$ cat config.mk
export PLATFORM = sky130hd
export DESIGN_NAME = ctrl_pipe
export DESIGN_NICKNAME = d
export VERILOG_FILES = /design/src/rtl/ctrl_pkg.sv /design/src/rtl/ctrl_pipe_hazard_fwd.sv /design/src/rtl/ctrl_pipe.sv
export SDC_FILE = /design/constraint.sdc
export NUM_CORES = 1
export LEC_CHECK = 0
export ABC_AREA = 1
export CORE_ASPECT_RATIO = 0.75
export CORE_MARGIN = 2
export CORE_UTILIZATION = 40
export CTS_CLUSTER_DIAMETER = 100
export DETAILED_ROUTE_END_ITERATION = 16
export PLACE_DENSITY_LB_ADDON = 0.2
export SLEW_MARGIN = 20
export SYNTH_ARGS = -nofsm -noshare
export SYNTH_HDL_FRONTEND = slang
export SYNTH_SLANG_ARGS = --single-unit
$ cat constraint.sdc
create_clock -name clk -period 1.9 [get_ports clk]
set_input_delay 0.57 -clock clk [delete_from_list [all_inputs] [get_ports clk]]
set_output_delay 0.57 -clock clk [all_outputs]
set_load 0.02 [all_outputs]
$ cat src/rtl/ctrl_pkg.sv
// Shared control-pipeline definitions: bundle bit map, ALU op and
// forward-select encodings, stage register structs and ID decode.
package ctrl_pkg;

  localparam int CS_W        = 10;
  localparam int REG_W       = 5;
  localparam int CNT_W       = 16;

  localparam int CS_REGWRITE = 0;
  localparam int CS_MEMTOREG = 1;
  localparam int CS_MEMWRITE = 2;
  localparam int CS_MEMREAD  = 3;
  localparam int CS_ALUSRC   = 4;
  localparam int CS_ALUOP_LO = 5;
  localparam int CS_ALUOP_HI = 6;
  localparam int CS_REGDST   = 7;
  localparam int CS_BRANCH   = 8;
  localparam int CS_JUMP     = 9;

  typedef enum logic [1:0] {
    ALUOP_ADD   = 2'b00,
    ALUOP_BR    = 2'b01,
    ALUOP_RTYPE = 2'b10,
    ALUOP_IMM   = 2'b11
  } aluop_e;

  typedef enum logic [1:0] {
    FWD_RF  = 2'b00,
    FWD_WB  = 2'b01,
    FWD_MEM = 2'b10
  } fwd_e;

  typedef struct packed {
    logic             alu_src;
    aluop_e           alu_op;
    logic             branch;
    logic             jump;
    logic             mem_read;
    logic             mem_write;
    logic             reg_write;
    logic             mem_to_reg;
    logic [REG_W-1:0] rs;
    logic [REG_W-1:0] rt;
    logic [REG_W-1:0] wreg;
  } id_ex_t;

  typedef struct packed {
    logic             mem_read;
    logic             mem_write;
    logic             reg_write;
    logic             mem_to_reg;
    logic [REG_W-1:0] wreg;
  } ex_mem_t;

  typedef struct packed {
    logic             reg_write;
    logic             mem_to_reg;
    logic [REG_W-1:0] wreg;
  } mem_wb_t;

  // Destination register is resolved here so later stages
  // only carry a single write index.
  function automatic id_ex_t decode(
    input logic [CS_W-1:0]  cs,
    input logic [REG_W-1:0] rs,
    input logic [REG_W-1:0] rt,
    input logic [REG_W-1:0] rd
  );
    id_ex_t r;
    r.alu_src    = cs[CS_ALUSRC];
    r.alu_op     = aluop_e'(cs[CS_ALUOP_HI:CS_ALUOP_LO]);
    r.branch     = cs[CS_BRANCH];
    r.jump       = cs[CS_JUMP];
    r.mem_read   = cs[CS_MEMREAD];
    r.mem_write  = cs[CS_MEMWRITE];
    r.reg_write  = cs[CS_REGWRITE];
    r.mem_to_reg = cs[CS_MEMTOREG];
    r.rs         = rs;
    r.rt         = rt;
    r.wreg       = cs[CS_REGDST] ? rd : rt;
    return r;
  endfunction

endpackage

$ cat src/rtl/ctrl_pipe_hazard_fwd.sv
// Load-use hazard detection and EX operand forwarding (combinational).
// In: ID fields, flush, EX/MEM/WB regs. Out: stall, bubble, fwd_a/b.
module hazard_fwd_unit
  import ctrl_pkg::*;
(
  input  logic             id_valid,
  input  logic [REG_W-1:0] id_rs,
  input  logic [REG_W-1:0] id_rt,
  input  logic             flush,
  input  logic             ex_mem_read,
  input  logic [REG_W-1:0] ex_rs,
  input  logic [REG_W-1:0] ex_rt,
  input  logic             mem_reg_write,
  input  logic [REG_W-1:0] mem_wreg,
  input  logic             wb_reg_write,
  input  logic [REG_W-1:0] wb_wreg,
  output logic             stall,
  output logic             bubble,
  output fwd_e             fwd_a,
  output fwd_e             fwd_b
);

  logic hazard;

  // MEM is the younger producer, so it wins a double match.
  function automatic fwd_e sel(
    input logic [REG_W-1:0] src
  );
    fwd_e f;
    f = FWD_RF;
    if (mem_reg_write && mem_wreg != '0
        && mem_wreg == src)
      f = FWD_MEM;
    else if (wb_reg_write && wb_wreg != '0
             && wb_wreg == src)
      f = FWD_WB;
    return f;
  endfunction

  always_comb begin
    hazard = id_valid && ex_mem_read
          && ex_rt != '0
          && (ex_rt == id_rs || ex_rt == id_rt);
    // A flush kills the consumer, so there is nothing to hold.
    stall  = hazard && !flush;
    bubble = flush || !id_valid || hazard;
    fwd_a  = sel(ex_rs);
    fwd_b  = sel(ex_rt);
  end

endmodule

$ cat src/rtl/ctrl_pipe.sv
// ID/EX, EX/MEM, MEM/WB control registers with stall counter.
// In: decoded bundle, reg fields, flush. Out: stage controls, fwd, stall.
module ctrl_pipe
  import ctrl_pkg::*;
(
  input  logic             clk,
  input  logic             rst_n,
  input  logic [CS_W-1:0]  Control_Signals,
  input  logic             ID_Valid,
  input  logic [REG_W-1:0] ID_Rs,
  input  logic [REG_W-1:0] ID_Rt,
  input  logic [REG_W-1:0] ID_Rd,
  input  logic             Flush,
  output logic             Stall,
  output logic             EX_AluSrc,
  output logic [1:0]       EX_AluOp,
  output logic             EX_Branch,
  output logic             EX_Jump,
  output logic             MEM_MemRead,
  output logic             MEM_MemWrite,
  output logic             WB_RegWrite,
  output logic             WB_MemtoReg,
  output logic [REG_W-1:0] WB_WriteReg,
  output logic [1:0]       ForwardA,
  output logic [1:0]       ForwardB,
  output logic [CNT_W-1:0] Stall_Count
);

  id_ex_t           id_ex_q, id_ex_d;
  ex_mem_t          ex_mem_q, ex_mem_d;
  mem_wb_t          mem_wb_q, mem_wb_d;
  logic [CNT_W-1:0] stall_cnt_q, stall_cnt_d;

  logic bubble;
  fwd_e fwd_a, fwd_b;

  hazard_fwd_unit u_hfu (
    .id_valid      (ID_Valid),
    .id_rs         (ID_Rs),
    .id_rt         (ID_Rt),
    .flush         (Flush),
    .ex_mem_read   (id_ex_q.mem_read),
    .ex_rs         (id_ex_q.rs),
    .ex_rt         (id_ex_q.rt),
    .mem_reg_write (ex_mem_q.reg_write),
    .mem_wreg      (ex_mem_q.wreg),
    .wb_reg_write  (mem_wb_q.reg_write),
    .wb_wreg       (mem_wb_q.wreg),
    .stall         (Stall),
    .bubble        (bubble),
    .fwd_a         (fwd_a),
    .fwd_b         (fwd_b)
  );

  always_comb begin
    id_ex_d = '0;
    if (!bubble)
      id_ex_d = decode(Control_Signals,
                       ID_Rs, ID_Rt, ID_Rd);

    ex_mem_d.mem_read   = id_ex_q.mem_read;
    ex_mem_d.mem_write  = id_ex_q.mem_write;
    ex_mem_d.reg_write  = id_ex_q.reg_write;
    ex_mem_d.mem_to_reg = id_ex_q.mem_to_reg;
    ex_mem_d.wreg       = id_ex_q.wreg;

    mem_wb_d.reg_write  = ex_mem_q.reg_write;
    mem_wb_d.mem_to_reg = ex_mem_q.mem_to_reg;
    mem_wb_d.wreg       = ex_mem_q.wreg;

    stall_cnt_d = stall_cnt_q;
    if (Stall && stall_cnt_q != '1)
      stall_cnt_d = stall_cnt_q + 1'b1;
  end

  always_ff @(posedge clk or negedge rst_n) begin
    if (!rst_n) begin
      id_ex_q     <= '0;
      ex_mem_q    <= '0;
      mem_wb_q    <= '0;
      stall_cnt_q <= '0;
    end else begin
      id_ex_q     <= id_ex_d;
      ex_mem_q    <= ex_mem_d;
      mem_wb_q    <= mem_wb_d;
      stall_cnt_q <= stall_cnt_d;
    end
  end

  assign EX_AluSrc    = id_ex_q.alu_src;
  assign EX_AluOp     = id_ex_q.alu_op;
  assign EX_Branch    = id_ex_q.branch;
  assign EX_Jump      = id_ex_q.jump;
  assign MEM_MemRead  = ex_mem_q.mem_read;
  assign MEM_MemWrite = ex_mem_q.mem_write;
  assign WB_RegWrite  = mem_wb_q.reg_write;
  assign WB_MemtoReg  = mem_wb_q.mem_to_reg;
  assign WB_WriteReg  = mem_wb_q.wreg;
  assign ForwardA     = fwd_a;
  assign ForwardB     = fwd_b;
  assign Stall_Count  = stall_cnt_q;

endmodule

==> results.md, run 1 <==
* Status: finished, violations left
* Failing checks: setup timing
* Htree depth at 2
* Pleak at ~2.1 nW
* Routed len/inst at 12.09 um
* CTS Sinks at 56
* Unrepaired setup endpoints after global routing: yes
* Multi-input gate area at 0.001194 mm^2
* Vias/cell at 4.487
* Synth Instances at 315
* WP data required at ~1300 ps
* Max Cap Viol at 0
* Final Cycle Share at 111.3%
* Via Count at 2203
* Root buffer cell: clkbuf_8
* Largest net degree at the start of global routing at 40
* DR iter-0 viols at 74
* Register area share after synthesis at roughly half
* Synth Warn # at 0
* Bufs on Longest Clock Path at 2
* CTS tree: done
* Crit path DAT at 1550 ps
* Clk_lat worst skew at 320 ps
* Hpwl dp at 4.481 mm
* Setup WS pre-CTS at -967.3 ps
* Rows at 25
* # IOs at 64
* Synth top area cells: dfrtp_1 52%, nand2_1 12%, nor2_1 6.9%
* CP Capture Type: output port
* Overflow left after global routing at 0
* Crit-path max FO at 4
* PD cells at 616.5 mW/mm^2
* Die Ht at around 75 um
* All-Layer GR Usage at 17.28%
* Setup Crit Path Kind: reg2out
* Vias in the first global route at 2146
* Top cell type's share of synthesized area at 51.83%
* Slowest stage cell, crit path: dfrtp_2
* Worst setup margin at -215.4 ps
* Worst Path Buf+Inv at 1
* Worst Tran Pin Value at 425.5 ps
* Mapped Nets at 345
* Hold Path Class: in2async
* Worst IR Drop VDD at 0.0004832 V
* Area growth, synth to finish at 42.34%
* Initial antenna violation count at 0
* Initial core utilization at 42.17%
* Final wirelength at 5.937 mm
* Area leader, netlist: dfrtp_1
* Total CTS buffers at 5
* Filler cell count at 571
* Core Region at roughly 0.0064 mm^2
* Rel. slew slack at around 71%
* Final Hold Fails at 0
* DRT Pass-1 Iters at 4
* Layout Nets at 439
* Fraction of layout cells with a size suffix above 1 at 21.95%
* Die outline area at 0.007440 mm^2
* Yosys reg bits at 56
* Worst-path clk slew at 110 ps
* Wire length of the first global-routing pass at 10.01 mm
* Critical Path Source Type: flop
* Sequential cell area at 0.001414 mm^2
* Post-Syn Area at 0.002704 mm^2
* Cell family with most CP delay: flip-flops
* Ant diodes at 0
* Post-route antenna net violation count at 0
* Crit-path cells: xor2_2 > nor4_4 > nor2_1 > buf_4
* Fmax at between 0.4 and 0.5 GHz
* Die width at 98.94 um
* Final min period at 2115 ps
* Syn avg cell area at 8.584 um^2
* Final setup fails at 5
* Worst path max stage delay at 460 ps
* Slew Viols, Final at 0
* DR DRC count at 0
* Yosys cell types at 25
* Buffers on Ports at 63
* Setup Skew at 13.83 ps
* Worst Hold Slack at 218.7 ps
* GP Congestion at 0.9013
placed cells by master (no fill, tap or decap), types with 2 or more instances in the layout:
cell type        instances
nor2_4                   2
buf_4                   37
dlygate4sd2_1           26
clkinv_4                 2
nand3_2                  3
nand3_1                  8
nor2_2                   6
xnor2_1                 14
nand4_1                  5
inv_2                    5
buf_12                   2
clkbuf_8                 5
nand2_1                 83
nor3_2                   2
buf_6                    2
inv_1                   33
nor2_1                  44
dlymetal6s2s_1           3
dfrtp_1                 46
clkdlybuf4s50_1         26
xnor2_2                  2
nor4_4                   2
dfrtp_2                 10
a21oi_1                  5
nor3_1                   4
xor2_1                  19
nand2_2                  3
flip-flops by register name, summed over array words and instances, names as in the netlist:
register,flops
EX_AluOp,2
EX_AluSrc,1
EX_Branch,1
EX_Jump,1
MEM_MemRead,1
MEM_MemWrite,1
Stall_Count,16
WB_MemtoReg,1
WB_RegWrite,1
WB_WriteReg,5
ex_mem_d,9
ex_mem_q,7
id_ex_q,10
cells by family after synthesis:
group	synth area share, %
flip-flops	51.83
adder cells (fa/ha/maj)	0.4627
AND/OR/NAND/NOR	26.79
AO/OA/AOI/OAI	1.296
buffers and inverters	7.959
XOR/XNOR	11.66
path summary, 6_finish.rpt:
kind | startpoint | end | slack [ps] | depth (start not counted)
hold / removal | rst_n | ex_mem_q[3] | 220 | 2
setup reg to reg | Stall_Count[0] | Stall_Count[6] | 240 | 9
min in group clk | ex_mem_d[3] | ex_mem_q[3] | 340 | 0
hold reg to reg | ex_mem_d[3] | ex_mem_q[3] | 340 | 0
setup / recovery | ex_mem_q[3] | ForwardB[0] | -220 | 4
max in group asynchronous | rst_n | MEM_MemRead | 1470 | 2
per-layer routing:
| metal | track usage (%) | vias up | wire length, um |
|---|---|---|---|
| met4 | 6.697 | 0 | 129 |
| met1 | 24.09 | 991 | 2832 |
| met3 | 5.200 | 13 | 495 |
| met2 | 25.68 | 67 | 2479 |
| met5 | 0 | - | 0 |
| li1 | - | 1132 | - |
power by group:
group | leakage, nW | total, mW | internal [mW] | switching, mW
clock network | 0.0583 | 0.796 | 0.398 | 0.398
registers | 0.747 | 1.26 | 1.23 | 0.0339
logic | 1.29 | 0.315 | 0.161 | 0.154
synth_stat cells:
| master | instances |
|---|---|
| nand4_1 | 5 |
| nand3_4 | 1 |
| nor4_1 | 2 |
| nand2_4 | 1 |
| nand3b_1 | 1 |
| inv_2 | 4 |
| a21oi_1 | 5 |
| nand2_1 | 86 |
| nand3_2 | 2 |
| nor2_2 | 1 |
| buf_2 | 4 |
| nor2_1 | 50 |
| nor3_1 | 6 |
| buf_1 | 1 |
| ha_1 | 1 |
| nand4_4 | 1 |
| xor2_1 | 20 |
| buf_4 | 5 |
| nor2_4 | 1 |
| nand3_1 | 9 |
| inv_1 | 34 |
| buf_6 | 1 |
| dfrtp_1 | 56 |
| o21ai_0 | 2 |
| xnor2_1 | 16 |
metrics by stage:
| stage | TNS, ps | cell area [um^2] | instances | util [%] | power, mW |
|---|---|---|---|---|---|
| after floorplan | 0 | 2734 | 315 | - | 1.414 |
| after global placement | -11910 | 3631 | 477 | 56.62 | 1.582 |
| after detailed placement | -14530 | 3631 | 477 | 56.62 | 1.586 |
| after CTS | -910.1 | 3760 | 488 | 58.63 | 2.378 |
| after global routing | -1436 | 3849 | 491 | 60.02 | 2.479 |
| final | -929.2 | 3849 | 491 | 60.02 | 2.373 |
final cells by class:
type / count / area share [%]
Multi-Input combinational cell: 210 / 31.01
Clock inverter: 3 / 1.235
Sequential cell: 56 / 36.74
Clock buffer: 5 / 1.788
Timing Repair Buffer: 98 / 22.89
Inverter: 38 / 3.706
Tap cell: 81 / 2.633
repair_timing:
item / 4_1_cts / 5_1_grt
setup buffers: 3 / 3
hold buffers: 0 / 0
gates resized for setup: 68 / 22
pin swaps: 13 / 7
endpoints found under the setup margin: 38 / 8
Power figures use the tool's default switching activity.
==> inputs of run 2 (changes only) <==
- CORE_MARGIN: 2 -> default
==> results.md, run 2 (synthesized netlist as in run 1, its figures left out) <==
* # IOs at 64 (unchanged)
* Worst setup margin at -280.4 ps (-64.96 ps)
* DRT Pass-1 Iters at 4 (unchanged)
* Worst r2r src: id_ex_q[5]
* Critical Path Source Type: flop
* Met1 usage at 24.66% (+0.57 points)
* Total CTS buffers at 5 (unchanged)
* Via Count at 2226 (+1.0%)
* Final Cycle Share at 114.8% (+3.4 points)
* Hpwl dp at 4.539 mm (+1.3%)
* Wire length of the first global-routing pass at 9.784 mm (-2.3%)
* RR Endpoint: Stall_Count[12]
* Max FFs per register at 16 (unchanged)
* Fraction of layout cells with a size suffix above 1 at 19.56% (-2.4 points)
* Multi-input gate area at 0.001181 mm^2 (-1.0%)
* Final min period at 2180 ps (+64.96 ps)
* Crit path DAT at 1610 ps (+60 ps)
* CTS tree: done
* Filler cell count at 571 (unchanged)
* Overflow left after global routing at 0 (unchanged)
* Core Region at 0.006412 mm^2 (unchanged)
* Pleak at 2.093 nW (about the same)
* Layout Nets at 438 (-0.23%)
* Worst Tran Pin Value at 475.6 ps (+50.03 ps)
* Die Ht at 73.20 um (-2.7%)
* Met3 Use GR at 6.130% (+0.93 points)
* Post-route antenna net violation count at 0 (unchanged)
* Met2 GRT Util at 26.76% (+1.1 points)
* Sequential cell area at 0.001410 mm^2 (-0.27%)
* Worst Reg2Reg Path Length in Cells at 10 (+1)
* Htree depth at 2 (unchanged)
* Routed len/inst at 11.97 um (-1.0%)
* Status: finished, violations left
* CP endpoint: ForwardB[0]
* Rel. slew slack at 68.30% (-3.1 points)
* Hold Path Class: in2async
* Final Hold Fails at 0 (unchanged)
* Hold_buf cts at 0 (unchanged)
* GP Congestion at 0.8771 (-2.7%)
* Largest net degree at the start of global routing at 40 (unchanged)
* Slew Viols, Final at 0 (unchanged)
* Rows at 25 (unchanged)
* Ant diodes at 0 (unchanged)
* Busiest metal layer after global routing: met2
* Area growth, synth to finish at 40.81%
* Final Util at 59.38% (-0.64 points)
* Worst Hold Slack at 203.3 ps (-15.39 ps)
* Worst setup startpoint: ex_mem_q[2]
* Fmax at 0.4586 GHz (-3.0%)
* Final wirelength at 5.864 mm (-1.2%)
* Setup Crit Path Kind: reg2out
* Register-to-Register Setup Slack at 180 ps (-60 ps)
* Crit-path max FO at 3 (-1)
* Most frequent cells in the layout: 85 x nand2_1, 49 x dfrtp_1, 48 x nor2_1
* Slowest stage cell, crit path: dfrtp_1
* Commonest non-fill, non-tap cell in the layout: nand2_1
* PD cells at 619.3 mW/mm^2 (+0.46%)
* Initial core utilization at 42.17% (unchanged)
* Root buffer cell: clkbuf_8
* Clk_lat worst skew at 310 ps (about the same)
* Final setup fails at 5 (unchanged)
* Worst path max stage delay at 410 ps (-50 ps)
* Die width at 96.94 um (-2.0%)
* Unrepaired setup endpoints after global routing: yes
* All-Layer GR Usage at 17.71% (+0.43 points)
* Die outline area at 0.007096 mm^2 (-4.6%)
* Crit-path cells: buf_6 > xnor2_2 > nand3_2 > nor4_4 > nor2_1 > buf_4
* Setup Skew at 8.670 ps (-5.163 ps)
* Worst IR Drop VDD at 0.0004371 V (-9.5%)
* Buffers on Ports at 63 (unchanged)
* CTS Sinks at 56 (unchanged)
* Initial antenna violation count at 0 (unchanged)
* Worst-path clk slew at 100 ps (about the same)
* Max Cap Viol at 0 (unchanged)
* DR DRC count at 0 (unchanged)
* CP Capture Type: output port
* Vias/cell at 4.543 (+1.3%)
* Bufs on Longest Clock Path at 2 (unchanged)
* Failing checks: setup timing
* Vias in the first global route at 2127 (-0.89%)
* DR iter-0 viols at 114 (+54%)
* WP data required at 1330 ps (about the same)
-- run 2: worst min-delay path by stage --
stage	start	endpoint	slack, ps	depth (start not counted)
after detailed placement	ex_mem_d[4]	ex_mem_q[4]	330	0
final	rst_n	ex_mem_d[7]	200	2
after floorplan	rst_n	EX_AluOp[0]	270	0
after global placement	ex_mem_q[5]	WB_MemtoReg	330	0
after global routing	rst_n	EX_Branch	210	2
after CTS	rst_n	EX_Branch	200	2
-- run 2: metrics by stage --
stage                     area [um^2]  instances  setup WS, ps  power, mW  setup TNS, ps
final                            3807        490        -280.4      2.358          -1072
after global placement           3641        480        -906.8      1.583         -12250
after floorplan                  2734        315         46.97      1.414              0
after CTS                        3746        490        -212.8      2.379          -1031
after detailed placement         3641        480        -925.2      1.588         -13420
after global routing             3807        490        -360.9      2.477          -1534
-- run 2: timing repair --
item,CTS,global route
gates resized for setup,64,15
pin swaps,8,6
buffers inserted,2,0
endpoints found under the setup margin,24,8
-- run 2: where the power goes --
group          total [mW]  internal (mW)  switching (mW)
clock network       0.788          0.397           0.391
registers            1.26           1.23          0.0331
logic               0.309          0.156           0.153
-- run 2: cell type report --
cell class	count	share of cell area [%]
clock buffer	5	1.807
clock inverter	3	1.216
inverter	38	3.746
multi-input combinational	210	31.02
sequential	56	37.04
tap	81	2.662
timing repair buffer	97	22.51
-- run 2: worst max-delay path: cells and delay by family (launching register included) --
family	cells	cell delay, ps
and+or+nand+nor	3	460
xor gates and xnor gates	1	140
buffers and inverters	2	300
DFF	1	410
-- run 2: metal layers --
layer,up-vias,part of all wire (%)
met5,-,0
li1,1136,-
met1,1029,47
met3,4,6.9
met2,57,45
met4,0,0.68
==> inputs of run 3 (changes only) <==
- PLACE_DENSITY_LB_ADDON: 0.2 -> 0.25
- SKIP_CTS_REPAIR_TIMING: default -> 1
==> results.md, run 3 (synthesized netlist as in run 1, its figures left out) <==
* Core Region at 0.006412 mm^2 (unchanged)
* GP Congestion at 0.8419 (-4.0%)
* Final Hold Fails at 0 (unchanged)
* Worst setup margin at -266.2 ps (+14.17 ps)
* RR Endpoint: Stall_Count[6]
* Final min period at 2166 ps (-14.17 ps)
* CTS tree: done
* Die Ht at 73.20 um (unchanged)
* Final setup fails at 5 (unchanged)
* Ant diodes at 0 (unchanged)
* Buffers on Ports at 63 (unchanged)
* Initial core utilization at 42.17% (unchanged)
* DR DRC count at 0 (unchanged)
* Setup Crit Path Kind: reg2out
* Vias in the first global route at 2063 (-3.0%)
* Htree depth at 2 (unchanged)
* CP Capture Type: output port
* Slew Viols, Final at 0 (unchanged)
* Wire length of the first global-routing pass at 9.798 mm (+0.14%)
* Total CTS buffers at 5 (unchanged)
* All-Layer GR Usage at 17.54% (-0.17 points)
* Final instance area at 0.004034 mm^2 (+5.9%)
* # IOs at 64 (unchanged)
* Rows at 25 (unchanged)
* Hold Path Class: in2async
* Bufs on Longest Clock Path at 2 (unchanged)
* Post-route antenna net violation count at 0 (unchanged)
* Initial antenna violation count at 0 (unchanged)
* Crit-path max FO at 6 (+3)
* Internal power at 1.804 mW (+1.3%)
* Clock network fraction of total power at 32.9% (-0.5 points)
* WP data required at 1330 ps (about the same)
* Setup Skew at 7.917 ps (-0.7529 ps)
* Fmax at 0.4616 GHz (+0.65%)
* Die width at 96.94 um (unchanged)
* CTS Sinks at 56 (unchanged)
* Max FFs per register at 16 (unchanged)
* Pleak at 2.445 nW (+17%)
* Die outline area at 0.007096 mm^2 (unchanged)
* Most frequent cells in the layout: 85 x nand2_1, 48 x dfrtp_1, 46 x nor2_1
* Largest net degree at the start of global routing at 40 (unchanged)
* Switching portion of total power at 24.58% (+0.10 points)
* Overflow left after global routing at 0 (unchanged)
* Comb power frac at 14.3% (+1.2 points)
* NetSw at 0.5881 mW (+1.9%)
* Fraction of layout cells with a size suffix above 1 at 23.13% (+3.6 points)
* Layout Nets at 444 (+1.4%)
* Status: finished, violations left
* Worst r2r src: id_ex_q[5]
* PD cells at 593.1 mW/mm^2 (-4.2%)
* Unrepaired setup endpoints after global routing: yes
* Reg power frac at 52.8% (-0.6 points)
* Worst-path clk slew at 100 ps (about the same)
* Worst Tran Pin Value at 395.9 ps (-79.64 ps)
* Rel. slew slack at 73.40% (+5.1 points)
* Final Util at 62.91% (+3.5 points)
* Register-to-Register Setup Slack at 90 ps (-90 ps)
* Crit path DAT at 1600 ps (about the same)
* Worst IR Drop VDD at 0.0003281 V (-25%)
* Final wirelength at 6.034 mm (+2.9%)
* Filler cell count at 520 (-8.9%)
* Power consumption at 2.393 mW (+1.5%)
* Routed len/inst at 12.17 um (+1.7%)
* Final Cycle Share at 114.0% (-0.75 points)
* Commonest non-fill, non-tap cell in the layout: nand2_1
* DRT Pass-1 Iters at 4 (unchanged)
* Area growth, synth to finish at 49.19%
* DR iter-0 viols at 161 (+41%)
* Max Cap Viol at 0 (unchanged)
* Hpwl dp at 4.416 mm (-2.7%)
* Via Count at 2251 (+1.1%)
* Critical Path Source Type: flop
* Placed Area at 0.003638 mm^2 (about the same)
* Worst Reg2Reg Path Length in Cells at 11 (+1)
* Failing checks: setup timing
* Vias/cell at 4.538 (-0.10%)
* Worst setup startpoint: id_ex_q[5]
* Root buffer cell: clkbuf_8
* Clk_lat worst skew at 310 ps (about the same)
==> run 3: cell count changes in the layout (fill, tap and decap cells not counted), moves of 2 or more <==
cell	change
clkdlybuf4s50_1	+2
xnor2_1	-4
buf_4	+4
dlymetal6s2s_1	+27
xnor2_2	+4
nor2_1	-2
dlygate4sd2_1	-29
==> run 3: layout make-up <==
| class | count | area (um^2) | share of cell area (%) |
|---|---|---|---|
| tap | 81 | 101.3 | 2.512 |
| timing repair buffer | 103 | 1022 | 25.34 |
| clock buffer | 5 | 68.82 | 1.706 |
| clock inverter | 3 | 46.29 | 1.148 |
| inverter | 38 | 142.6 | 3.536 |
| multi-input combinational | 210 | 1241 | 30.77 |
| sequential | 56 | 1411 | 34.99 |
==> run 3: stage by stage <==
stage	hold WS (ps)	worst slack (ps)	TNS, ps	instances
after floorplan	274.4	46.97	0	315
final	215.3	-266.2	-1087	496
after global placement	332.6	-904.6	-12120	478
after detailed placement	337.8	-926.2	-13130	478
after global routing	228.2	-364.3	-1675	496
after CTS	222.7	-925.3	-5111	486
==> run 3: worst max-delay path by stage <==
stage | end | slack, ps | cells after the start
final | Stall | -270 | 9
after global routing | Stall | -360 | 9
after CTS | Stall | -930 | 10
after detailed placement | Stall | -930 | 10
after global placement | Stall | -900 | 10
after floorplan | ForwardA[0] | 50 | 5
==> run 3: per-layer routing <==
metal / track usage [%] / part of all wire, % / up-vias / wire [um]
met3: 5.268 / 6.7 / 7 / 404
met4: 5.804 / 1.2 / 0 / 70
met5: 0 / 0 / - / 0
met1: 24.26 / 47 / 1033 / 2815
li1: - / - / 1151 / -
met2: 26.53 / 45 / 60 / 2743
==> run 3: worst max-delay path, cell delays in order (launching register included) <==
cell,delay [ps]
dfrtp_2,490
buf_6,150
nor2_4,80
nor2_2,40
nor2_2,110
nand3_2,100
nand2_4,80
nand3_4,70
inv_2,60
buf_6,110
==> run 3: power groups by stage <==
stage,Sequential [mW],Clock [mW],Combinational [mW]
after floorplan,1.29,0,0.129
after global placement,1.28,0,0.302
after detailed placement,1.28,0,0.307
after CTS,1.26,0.810,0.309
after global routing,1.27,0.855,0.374
final,1.26,0.788,0.342
